--- src/rtl/water_supply_arbiter.sv ---
// Round-robin arbiter sharing one mains water inlet between N washing-machine controllers.
// Each grant is capped at MAX_GRANT cycles, and consecutive grants are separated by GAP_CYCLES of dead time.
module water_supply_arbiter #(
  parameter int N          = 4,
  parameter int MAX_GRANT  = 4,
  parameter int GAP_CYCLES = 1
) (
  input  logic                 clk,
  input  logic                 reset,
  input  logic [N-1:0]         req_i,
  input  logic                 inhibit_i,
  output logic [N-1:0]         grant_o,
  output logic [$clog2(N)-1:0] grantIdx_o,
  output logic                 valveOn_o,
  output logic                 timeout_o
);

  localparam int IDX_W = $clog2(N);
  localparam int CNT_W = $clog2(MAX_GRANT + 1);
  localparam int GAP_W = $clog2(GAP_CYCLES + 1);
  localparam logic [IDX_W-1:0] LAST_IDX = IDX_W'(N - 1);

  typedef enum logic [1:0] {IDLE, GRANT, GAP} state_e;

  state_e           state_q, state_d;
  logic [IDX_W-1:0] ptr_q, ptr_d;
  logic [IDX_W-1:0] owner_q, owner_d;
  logic [CNT_W-1:0] cnt_q, cnt_d;
  logic [GAP_W-1:0] gapCnt_q, gapCnt_d;
  logic [N-1:0]     grant_q, grant_d;
  logic [IDX_W-1:0] grantIdx_q, grantIdx_d;
  logic             valveOn_q, valveOn_d;
  logic             timeout_q, timeout_d;

  logic             winFound;
  logic [IDX_W-1:0] winIdx;
  logic [IDX_W-1:0] cand;
  logic             forceRel;

  // Rotating priority search: the first requester at or after ptr wins.
  always_comb begin
    winFound = 1'b0;
    winIdx   = '0;
    cand     = '0;
    for (int i = 0; i < N; i++) begin
      cand = IDX_W'((int'(ptr_q) + i) % N);
      if (!winFound && req_i[cand]) begin
        winFound = 1'b1;
        winIdx   = cand;
      end
    end
  end

  always_ff @(posedge clk) begin
    if (reset) begin
      state_q    <= IDLE;
      ptr_q      <= '0;
      owner_q    <= '0;
      cnt_q      <= '0;
      gapCnt_q   <= '0;
      grant_q    <= '0;
      grantIdx_q <= '0;
      valveOn_q  <= 1'b0;
      timeout_q  <= 1'b0;
    end else begin
      state_q    <= state_d;
      ptr_q      <= ptr_d;
      owner_q    <= owner_d;
      cnt_q      <= cnt_d;
      gapCnt_q   <= gapCnt_d;
      grant_q    <= grant_d;
      grantIdx_q <= grantIdx_d;
      valveOn_q  <= valveOn_d;
      timeout_q  <= timeout_d;
    end
  end

  always_comb begin
    state_d  = state_q;
    ptr_d    = ptr_q;
    owner_d  = owner_q;
    cnt_d    = cnt_q;
    gapCnt_d = gapCnt_q;
    forceRel = 1'b0;
    case (state_q)
      IDLE: begin
        if (winFound && !inhibit_i) begin
          state_d = GRANT;
          owner_d = winIdx;
          cnt_d   = CNT_W'(1);
        end
      end
      GRANT: begin
        // A dropped request or an inhibit outranks the cap, so neither counts as a timeout.
        if (inhibit_i || !req_i[owner_q] || cnt_q == CNT_W'(MAX_GRANT)) begin
          forceRel = !inhibit_i && req_i[owner_q];
          state_d  = GAP;
          ptr_d    = (owner_q == LAST_IDX) ? '0 : owner_q + 1'b1;
          gapCnt_d = GAP_W'(GAP_CYCLES);
        end else begin
          cnt_d = cnt_q + 1'b1;
        end
      end
      GAP: begin
        if (gapCnt_q > GAP_W'(1)) begin
          gapCnt_d = gapCnt_q - 1'b1;
        end else if (winFound && !inhibit_i) begin
          state_d = GRANT;
          owner_d = winIdx;
          cnt_d   = CNT_W'(1);
        end else begin
          state_d = IDLE;
        end
      end
      default: state_d = IDLE;
    endcase
  end

  always_comb begin
    grant_d    = '0;
    grantIdx_d = '0;
    valveOn_d  = 1'b0;
    timeout_d  = forceRel;
    if (state_d == GRANT) begin
      grant_d[owner_d] = 1'b1;
      grantIdx_d       = owner_d;
      valveOn_d        = 1'b1;
    end
  end

  assign grant_o    = grant_q;
  assign grantIdx_o = grantIdx_q;
  assign valveOn_o  = valveOn_q;
  assign timeout_o  = timeout_q;

endmodule

--- config.mk ---
export PLATFORM = sky130hd
export DESIGN_NAME = water_supply_arbiter
export DESIGN_NICKNAME = d
export VERILOG_FILES = /design/src/rtl/water_supply_arbiter.sv
export SDC_FILE = /design/constraint.sdc
export NUM_CORES = 1
export LEC_CHECK = 0
export CAP_MARGIN = 5
export CORE_ASPECT_RATIO = 1.4
export CORE_UTILIZATION = 25
export CTS_CLUSTER_DIAMETER = 40
export CTS_CLUSTER_SIZE = 40
export DETAILED_ROUTE_END_ITERATION = 10
export RECOVER_POWER = 50
export SYNTH_ARGS = -nofsm -noshare
export SYNTH_HDL_FRONTEND = slang
export SYNTH_SLANG_ARGS = --single-unit
--- constraint.sdc ---
create_clock -name clk -period 2 [get_ports clk]
set_input_delay 0.4 -clock clk [delete_from_list [all_inputs] [get_ports clk]]
set_output_delay 0.4 -clock clk [all_outputs]
set_load 0.02 [all_outputs]
==> run summary <==
status: completed
first-pass GRT wire length: 2840 um
#FFs+latches synth: 17
Cells after Synth: 76
final worst slack: 50.0 ps
Area Overhead vs Synth: 47.7%
CP Data Required Time: 2170 ps
clk_skew: 0.817 ps
vias in the first global route: 650
Power, Total: 0.769 mW
Post-Layout Cell Count: 148
sequential area share after synthesis: 43.9%
critical path class: input pin to register
Worst VDD drop: 0.000286 V
FF-to-FF Start: owner_q[0]
final core occ: 39.4%
fin crit share: 97.5%
Post-synth EDFFs: 0
Die W: 49.1 um
Filler Cells Inserted: 278
H-tree levels: 1
antenna-violating nets left: 0
layout cells sized above 1: 28.8%
die footprint: 3330 sq um
placed cells: 143
Worst-Margin Slew: 334 ps
final wirelength: 1690 um
Die Ht: 67.9 um
Netlist cell types: 34
initial antenna violation count: 0
Syn Std Cell Area: 776 sq um
commonest non-fill, non-tap cell in the layout: buf_4
CP Launch Type: input pin
via count: 689
Iter 0 DRT Violations: 15
Crit. End Element: register
dpl hpwl: 1350 um
endpoints failing setup: 0
clock sinks: 17
starting density of the core: 26.7%
Core Area: 2910 sq um
Cell Rows: 23
GRT overflow: 0
Fin Hold WS: 577 ps
Post-Syn Nets: 86
crit path from: req_i[0]
Max-cap violations: 0
fin crit period: 1950 ps
CP Max Fanout: 4
worst-path cell chain: clkdlybuf4s50_1, nor4_2, or3_4, or4_4, a221oi_2
Post-DP Area: 1090 sq um
antenna cell count: 0
Root Driver: clkbuf_8
most frequent cells in the layout: buf_4 (18), dfxtp_1 (17), a21oi_1 (11)
Crit-path slowest cell: or4_4
GRT Resource Usage Total: 11.8%
TNS Setup: 0 ps
Max Slew Vio Count: 0
PwrDens: 671 nW/um^2
Placement Setup Slack: -219 ps
io pins: 15
largest net degree at the start of global routing: 11
HP Start: cnt_q[1]
drt pass-1 iters: 3
normalized max-slew margin: 77.6%
CP peak stage delay: 560 ps
deepest clock path buffer count: 2
f_max: 513 MHz
per-cell routed wire length: 11.4 um
CTS Buf Count: 3
vias per cell: 4.66
RSZ-0062 raised after global routing: false
RePlAce Congestion: 0.764
Worst EP arrival: 2120 ps
HP Class: register to register
clk slew on worst S/H paths: 70 ps
Final Hold Fails: 0
crit-path leading delay family: simple AND/OR/NAND/NOR gates
Final #Nets: 122
prevailing post-synth register cell: dfxtp_1
CTS tree: built
yosys warns: 0
Post-synth ARST share: 0%
worst skew pair latency: 260 ps
I/O Buffers: 14
Residual DRC: 0
Worst Path Buf+Inv: 1
Final Cell Area: 1150 sq um
leakage power: 0.475 nW
Syn Area/Cell: 10.2 sq um
==> worst reg2reg max path: cells and delay by family, from the launching register on <==
kind             cells  cell delay, ps
multiplexers         1             570
AND/OR/NAND/NOR      1             240
AO/OA/AOI/OAI        2             490
flip-flops           1             410
==> registers in the layout, summed over array words and instances, names as in the netlist <==
| name | cells |
|---|---|
| state_q | 2 |
| ptr_q | 2 |
| valveOn_o | 1 |
| timeout_o | 1 |
| cnt_q | 3 |
| grantIdx_o | 2 |
| grant_o | 4 |
| owner_q | 2 |
==> logic make-up after synthesis <==
group,synth area share [%]
AO/OA/AOI/OAI,18.4
XOR/XNOR,1.13
adder cells (fa/ha/maj),4.84
buffers and inverters,3.39
flip-flops,43.9
multiplexers,6.77
AND/OR/NAND/NOR,21.6
==> Yosys cell counts, drive strengths merged, types with 2 or more instances <==
| library cell | number | area [sq um] |
|---|---|---|
| a21oi | 12 | 63.8 |
| dfxtp | 17 | 340 |
| ha | 3 | 37.5 |
| inv | 6 | 22.5 |
| mux2i | 3 | 30.0 |
| nand2 | 4 | 15.0 |
| nor2 | 5 | 18.8 |
| nor4 | 2 | 18.8 |
| or3 | 2 | 17.5 |
==> worst paths after layout <==
kind / depth (start not counted) / slack (ps) / end
worst max-delay path: 5 / 50 / grant_o[3]
worst max register to register: 4 / 230 / cnt_q[2]
worst min-delay path: 3 / 580 / cnt_q[1]
worst min register to register: 3 / 580 / cnt_q[1]
==> final cells by class <==
| cell class | instances | area [sq um] | share of cell area, % |
|---|---|---|---|
| multi-input combinational | 52 | 415 | 36.2 |
| sequential | 17 | 340 | 29.7 |
| timing repair buffer | 32 | 275 | 24.0 |
| tap | 37 | 46.3 | 4.04 |
| clock buffer | 3 | 41.3 | 3.60 |
| inverter | 6 | 22.5 | 1.97 |
| clock inverter | 1 | 5.00 | 0.437 |
==> layer usage <==
layer | vias up | GRT usage [%] | routed length [um] | part of all wire, %
met4 | 0 | 12.1 | 75 | 4.4
met2 | 12 | 20.4 | 832 | 49
met3 | 5 | 1.78 | 47 | 2.8
met5 | - | 0 | 0 | 0
li1 | 351 | - | - | -
met1 | 321 | 11.8 | 734 | 43
==> power by group <==
| group | switching (mW) | leakage [nW] | internal (mW) |
|---|---|---|---|
| combinational | 0.0649 | 0.311 | 0.0774 |
| sequential | 0.0114 | 0.139 | 0.355 |
| clock | 0.122 | 0.0255 | 0.139 |
| total | 0.199 | 0.475 | 0.570 |
==> what timing repair did <==
action | 4_1_cts | 5_1_grt
resized for setup | 0 | 1
setup buffers | 0 | 1
hold buffers | 0 | 0
endpoints found under the setup margin | 0 | 2
No activity file was read; power rests on OpenSTA's default activity.
